### src/rtl/arb_pkg.sv
// Shared constants and helpers for the round-robin arbiter slice.
package arb_pkg;

   localparam int unsigned N_DEFAULT        = 4;
   localparam int unsigned HOLD_MAX_DEFAULT = 8;
   localparam int unsigned HOLD_CNT_W       = 8;

   // Width of a binary requester index; never narrower than one bit.
   function automatic int unsigned id_width(input int unsigned n);
      return (n > 2) ? $clog2(n) : 1;
   endfunction

endpackage

### src/rtl/rr_pick.sv
// Rotating-priority one-hot picker: first set bit of (req & mask) at or after base, wrapping.
module rr_pick
   import arb_pkg::*;
#(
   parameter int unsigned N   = N_DEFAULT,
   parameter int unsigned IDW = id_width(N)
) (
   input  logic [N-1:0]   req,
   input  logic [IDW-1:0] base,
   input  logic [N-1:0]   mask,
   output logic [N-1:0]   winner
);

   logic [N-1:0] cand;
   logic [N-1:0] rot_n;
   logic [N-1:0] first;

   // Rotate so base sits at bit 0, isolate the lowest set bit, rotate back.
   always_comb begin
      cand   = req & mask;
      rot_n  = N'({cand, cand} >> base);
      first  = rot_n & (~rot_n + N'(1));
      winner = N'({first, first} << base >> N);
   end

endmodule

### src/rtl/rr_arbiter_n.sv
// N-way round-robin arbiter with registered one-hot grant.
// Optional grant hold/lock is compiled in with macro ARB_HOLD_EN.
module rr_arbiter_n
   import arb_pkg::*;
#(
   parameter  int unsigned N        = N_DEFAULT,
   parameter  int unsigned HOLD_MAX = HOLD_MAX_DEFAULT,
   localparam int unsigned IDW      = id_width(N)
) (
   input  logic           clk,
   input  logic           reset,
   input  logic [N-1:0]   req,
   output logic [N-1:0]   grant,
   output logic           grant_valid,
   output logic [IDW-1:0] grant_id
);

   if (N < 2 || N > 16) begin : g_bad_n
      $error("rr_arbiter_n: N must be in 2..16");
   end
   if (HOLD_MAX < 1 || HOLD_MAX > 255) begin : g_bad_hold
      $error("rr_arbiter_n: HOLD_MAX must be in 1..255");
   end

   logic [IDW-1:0] last_id;
   logic [IDW-1:0] last_id_nxt;
   logic [IDW-1:0] base;
   logic [N-1:0]   pick_mask;
   logic [N-1:0]   win;
   logic [N-1:0]   grant_nxt;
   logic           valid_nxt;
   logic [IDW-1:0] id_nxt;

`ifdef ARB_HOLD_EN
   localparam logic [HOLD_CNT_W-1:0] HOLD_LAST = HOLD_CNT_W'(HOLD_MAX - 1);
   logic [HOLD_CNT_W-1:0] hold_cnt;
   logic [HOLD_CNT_W-1:0] hold_cnt_nxt;
   logic                  owner_req;
   logic                  other_req;
   logic                  keep;
`endif

   // Search starts just after the previous winner.
   always_comb begin
      base = (last_id == IDW'(N - 1)) ? '0 : last_id + IDW'(1);
   end

   // When re-arbitrating away from a current owner, the owner is never a candidate.
   always_comb begin
      pick_mask = '1;
`ifdef ARB_HOLD_EN
      if (grant_valid) pick_mask = ~grant;
`endif
   end

   rr_pick #(
      .N   (N),
      .IDW (IDW)
   ) u_pick (
      .req    (req),
      .base   (base),
      .mask   (pick_mask),
      .winner (win)
   );

   // Next grant, index and priority pointer.
   always_comb begin
      grant_nxt = win;
`ifdef ARB_HOLD_EN
      hold_cnt_nxt = '0;
      owner_req    = |(req & grant);
      other_req    = |(req & ~grant);
      keep         = owner_req && ((hold_cnt < HOLD_LAST) || !other_req);
      if (keep) begin
         grant_nxt    = grant;
         hold_cnt_nxt = (hold_cnt < HOLD_LAST) ? hold_cnt + HOLD_CNT_W'(1) : hold_cnt;
      end
`endif
      valid_nxt = |grant_nxt;
      id_nxt    = '0;
      for (int unsigned i = 0; i < N; i++) begin
         if (grant_nxt[i]) id_nxt = IDW'(i);
      end
      last_id_nxt = valid_nxt ? id_nxt : last_id;
   end

   // State register; reset overrides any request or held grant.
   always_ff @(posedge clk) begin
      if (reset) begin
         grant       <= '0;
         grant_valid <= 1'b0;
         grant_id    <= '0;
         last_id     <= IDW'(N - 1);
`ifdef ARB_HOLD_EN
         hold_cnt    <= '0;
`endif
      end else begin
         grant       <= grant_nxt;
         grant_valid <= valid_nxt;
         grant_id    <= id_nxt;
         last_id     <= last_id_nxt;
`ifdef ARB_HOLD_EN
         hold_cnt    <= hold_cnt_nxt;
`endif
      end
   end

endmodule

### config.mk
export PLATFORM = sky130hd
export DESIGN_NAME = rr_arbiter_n
export DESIGN_NICKNAME = d
export VERILOG_FILES = /design/src/rtl/arb_pkg.sv /design/src/rtl/rr_pick.sv /design/src/rtl/rr_arbiter_n.sv
export SDC_FILE = /design/constraint.sdc
export NUM_CORES = 1
export LEC_CHECK = 0
export CAP_MARGIN = 30
export CORE_MARGIN = 1
export CORE_UTILIZATION = 40
export CTS_BUF_LIST = sky130_fd_sc_hd__clkbuf_4 sky130_fd_sc_hd__clkbuf_8
export DETAILED_ROUTE_END_ITERATION = 10
export GPL_TIMING_DRIVEN = 0
export PLACE_DENSITY = 0.66
export SETUP_SLACK_MARGIN = 0.5
export SLEW_MARGIN = 10
export SYNTH_ARGS = -nofsm -noshare
export SYNTH_HDL_FRONTEND = slang
export SYNTH_SLANG_ARGS = --single-unit
### constraint.sdc
create_clock -name clk -period 2.22 [get_ports clk]
set_input_delay 0.555 -clock clk [delete_from_list [all_inputs] [get_ports clk]]
set_output_delay 0.555 -clock clk [all_outputs]
set_load 0.1 [all_outputs]
Word level (Yosys, flattened, before mapping)
Cells that the tools add are included.
W data, S select, Z words.
{"block": "op_classes", "mux": 4, "eq_ne": 1, "addsub": 2, "bitwise_logic": 2, "shifts": 2, "reduce_logical": 1}
{"op": "$shl A8 B2 Y8", "count": 1}
{"op": "$shr A8 B2 Y4", "count": 1}
{"op": "$mux W2", "count": 3}
{"op": "$add A4 B1 Y4 const B", "count": 1}
{"op": "$and A4 B4 Y4", "count": 1}
{"op": "$not A4 Y4", "count": 1}
{"op": "$reduce_or A4 Y1", "count": 1}
{"op": "$add A2 B1 Y2 const B", "count": 1}
{"op": "$eq A2 B2 Y1 const B", "count": 1}
{"op": "$mux W1", "count": 1}
{"block": "word_totals", "output_inout_bits": 7, "elab_cells": 16, "reg_bits": 9}

Depth between registers and ports, before layout
{"block": "logic_depth", "ltp_word": 10, "mapped_depth": 6, "depth_no_buf": 5}

By module
A second synthesis with hierarchy kept.
{"block": "hier_totals", "cells_unflattened": 48, "hier_area_um2": 420.4}
{"mod": "rr_arbiter_n", "area_each_um2": 301.5, "cells_per_inst": 28, "instances": 1}
{"mod": "rr_pick", "area_each_um2": 118.9, "cells_per_inst": 20, "instances": 1}

Worst setup path after synthesis
No wires, ideal clock.
{"block": "synth_timing", "path_type": "register -> register", "start": "register last_id[0]", "end": "register last_id[1]", "required_ns": 2.098, "slack_ns": 0.594, "path_buffers": 1, "stages_incl_launch_ff": 7, "arrival_ns": 1.504, "path_cell_list": "dfxtp_1 ha_1 buf_4 and4b_1 a211oi_1 o211ai_1 a311o_1"}
{"block": "synth_between", "elab_chain_cells": 9, "word_cells_on_any_way": 11, "cone_classes": "add/sub (2); eq/ne (1); shift (2); mux (3); bitwise (2); reduce/logical (1)"}
{"item": "from (decl)", "line": "rr_arbiter_n.sv:25", "rtl": "logic [IDW-1:0] last_id;"}
{"item": "from (signal assigned)", "line": "rr_arbiter_n.sv:93", "rtl": "last_id <= IDW'(N - 1);"}
{"item": "from (signal assigned)", "line": "rr_arbiter_n.sv:101", "rtl": "last_id <= last_id_nxt;"}
{"item": "$add A2 B1 Y2 or $eq A2 B2 Y1 (tied branches)", "line": "rr_arbiter_n.sv:45", "rtl": "base = (last_id == IDW'(N - 1)) ? '0 : last_id + IDW'(1);"}
{"item": "$mux W2 (*)", "line": "rr_arbiter_n.sv:45"}
{"item": "$shr A8 B2 Y4", "line": "rr_pick.sv:21", "rtl": "rot_n = N'({cand, cand} >> base);"}
{"item": "$not A4 Y4", "line": "rr_pick.sv:22", "rtl": "first = rot_n & (~rot_n + N'(1));"}
{"item": "$add A4 B1 Y4", "line": "rr_pick.sv:22"}
{"item": "$and A4 B4 Y4", "line": "rr_pick.sv:22"}
{"item": "$shl A8 B2 Y8 (*)", "line": "rr_pick.sv:23", "rtl": "winner = N'({first, first} << base >> N);"}
{"item": "$mux W2 (2 in series)", "line": "rr_arbiter_n.sv:82", "rtl": "if (grant_nxt[i]) id_nxt = IDW'(i);"}
Mark *: on every way between the ends. The rest lies on a longest branch, timed or not.
A chain may end at the register's enable or synchronous reset.

Worst setup path after layout
{"block": "layout_timing", "start": "register grant_id[0]", "end": "output grant_id[0]"}
{"item": "from (decl)", "line": "rr_arbiter_n.sv:15", "rtl": "output logic [IDW-1:0] grant_id"}
{"item": "from (signal assigned)", "line": "rr_arbiter_n.sv:100", "rtl": "grant_id <= id_nxt;"}
No word-level cell between the ends.

==> flow_summary_export.csv <==
group,metric,value,unit
outcome,run_status,"complete, no violations",
finish,layout_common_cells,"sky130_fd_sc_hd__nor2_1 (9), sky130_fd_sc_hd__dfxtp_1 (8), sky130_fd_sc_hd__o21ai_0 (7), sky130_fd_sc_hd__buf_4 (6)",
finish,synth_to_layout_area_growth,43.9,%
worst_setup_path,cp_data_arrival_time,1.14,ns
synthesis,share_of_the_synthesized_area_in_the_top_cell_type,31.4,%
clock_network,cts_buffers,3,
place,io_buffers,11,
worst_setup_path,timing.critical_path.buf_inv,1,
pwr,max-vdd-ir-drop,678,uV
worst_setup_path,critical_path_class,"flip-flop to output port",
finish,layout.core_utilization,62.6,%
worst_setup_path,critical_path_required,1.66,ns
pwr,power_leakage,0.343,nW
place,routabilityCongestion,0.833,
timing,hold_viol,0,
worst_setup_path,reg2reg_from,"last_id[0]",
synthesis,post_synth_inst_count,72,
timing,final.setup.tns,0,ns
finish,filler_cell_count,111,
floorplanning,core_area,1320,um^2
floorplanning,number_of_placement_rows,13,
min_path,worstHoldPathType,"flip-flop to flip-flop",
worst_setup_path,crit_slowest_cell,"sky130_fd_sc_hd__clkdlybuf4s18_2",
min_path,hold_end,"last_id[1]",
finish,nNetsFinal,102,
floorplanning,die-width,39.9,um
floorplanning,pin_count,13,
synthesis,yosysSeqAreaShare,31.4,%
finish,num_antenna_cells,0,
worst_setup_path,r2r_setup_slack,0.55,ns
worst_setup_path,crit_path_end_kind,"output port",
timing,grt_setup_unrepaired,"true",
flow_run,max-cap-violations,0,
clock_network,clock_sinks,9,
clock_network,clock_latency,0.27,ns
detailed_routing,routed_wire_length_per_instance,14.0,um
timing,max_freq,0.590,GHz
synthesis,synth.net_count,79,
floorplanning,floorplan.die_area,1590,um^2
global_route,grt_pass1_wl,2.52,mm
synthesis,synthDominantAreaCellType,"sky130_fd_sc_hd__dfxtp_1",
synthesis,synth_edf_count,0,
synthesis,post_synthesis_cell_area,573,um^2
detailed_routing,drc_errors,0,
clock_network,ctsHoldBuffers,0,
global_route,vias_in_the_first_global_route,556,
synthesis,synth.yosys.warnings,0,
place,place_hpwl,915,um
clock_network,tritoncts_clock_tree,"built",
floorplanning,initial_standard_cell_utilization_of_the_core,43.5,%
place,dp_slack,-0.0145,ns
worst_setup_path,slowest_delay,0.54,ns
detailed_routing,final_wirelength,1.52,mm
global_route,grt_max_degree,11,
timing,worst_clock_skew,0.00487,ns
worst_setup_path,timing.critical_path.cells,"clkdlybuf4s18_2",
global_route,gr-usage-all-layers,24.7,%
synthesis,postSynthRegisterBits,9,
min_path,timing.hold.worst.start,"last_id[1]",
min_path,hold_depth,1,
synthesis,postSynth.topFlopCell,"sky130_fd_sc_hd__dfxtp_1",
worst_setup_path,r2r.worst_path.cells,6,
global_route,grt_antenna_before_repair,0,
synthesis,post_synth.cell_area_avg,7.96,um^2
finish,most_common_cell_after_layout_fill_and_taps_aside,"sky130_fd_sc_hd__nor2_1",
timing,fin_ws,0.524,ns
worst_setup_path,destination_of_the_worst_register_to_register_timing_path,"last_id[1]",
clock_network,clockBufferDepth,2,
synthesis,async_flop_share,0,%
timing,worst_slew_pin_slew,0.544,ns
floorplanning,die-height,39.9,um
pwr,p_per_area,1360,nW/um^2
synthesis,synth.lib_cells_used.distinct,35,
clock_network,clkTransAtPathRegs,0.06,ns
pwr,total_power,1.12,mW
timing,min_period,1.70,ns
timing,timing.final.setup_violations,0,
detailed_routing,route.detailed.vias_per_inst,5.80,
detailed_routing,drtPass1Iterations,4,
worst_setup_path,crit_path_max_fanout,1,
worst_setup_path,cp_top_family,"buffers and inverters",
timing,fin_worst_hold_slack,0.531,ns
finish,fraction_of_layout_instances_using_a_drive_strength_above_1,34.0,%
timing,finalMaxSlewViolations,0,
global_route,grt-ovfl-total,0,
detailed_routing,drt.antenna.violating_nets,0,
clock_network,htreeDepth,1,
detailed_routing,drt_first_iter_violations,18,
worst_setup_path,crit_path_start_kind,"flip-flop",
timing,finalCritPeriodShare,76.4,%
clock_network,cts-root-buf,"sky130_fd_sc_hd__clkbuf_4",
timing,timing.max_slew.rel_slack,63.9,%
synthesis,top_post_synthesis_cells_by_area,"sky130_fd_sc_hd__dfxtp_1 (31%), sky130_fd_sc_hd__o21ai_0 (6.1%), sky130_fd_sc_hd__nor2_1 (5.9%)",
detailed_routing,routed-via-count,632,
-- layout make-up --
type                    count  area, um^2  share of cell area, %
plain buffers               6        60.1                   7.28
inverters                   4        15.0                   1.82
clock buffers               4        30.0                   3.64
repair buffers             18         161                   19.6
multi-input cells          53         355                   43.1
well taps                  15        18.8                   2.28
flip-flops and latches      9         184                   22.3
-- power breakdown --
part / switching [mW] / internal (mW)
sequential: 0.0236 / 0.214
combinational: 0.493 / 0.250
clock: 0.0616 / 0.0817
total: 0.579 / 0.546
-- stage by stage --
stage               instances  instance area, um^2
finish                    109                  825
CTS                       107                  803
global route              109                  825
detailed placement         98                  702
floorplan                  72                  573
global placement           98                  702
-- Yosys cell counts, drive strengths merged (2+ instances only) --
cell type,count
dfxtp,9
o21ai,7
a21oi,5
nand2b,2
nor3,2
nand2,3
buf,6
nor2,10
inv,4
nor2b,2
a211oi,2
-- cells by family (layout without fill, tap and decap cells) --
logic type | Yosys count | after routing | synth area share (%)
mux | 1 | 1 | 1.75
fa+ha+maj | 1 | 1 | 2.18
flops | 9 | 9 | 31.4
simple gates | 28 | 28 | 27.3
buf+inv | 10 | 32 | 9.60
compound gates | 23 | 23 | 27.7
-- worst max-delay path by stage --
stage,from,to,depth (start not counted)
finish,grant_id[0],grant_id[0],1
global route,req[1],last_id[1],5
CTS,last_id[0],last_id[1],6
detailed placement,req[3],last_id[1],6
global placement,req[3],last_id[1],6
floorplan,last_id[0],last_id[1],6
-- timing repair --
action,in CTS,in global routing
pin swaps,3,3
resized for setup,35,5
hold endpoints to repair,0,0
endpoints found under the setup margin,12,3
buffers inserted,4,2
gates cloned,1,0
-- state kept, by name (all words and copies together), names as in the netlist --
| signal | count |
|---|---|
| grant | 4 |
| grant_id | 2 |
| grant_valid | 1 |
| last_id | 2 |
-- layer usage --
layer / up-vias / track usage [%] / share of wire (%)
met1: 287 / 28.8 / 42
li1: 305 / - / -
met3: 6 / 6.82 / 6.5
met4: 0 / 10.3 / 2.8
met2: 34 / 41.4 / 48
met5: - / 0 / 0
Power figures use the tool's default switching activity.
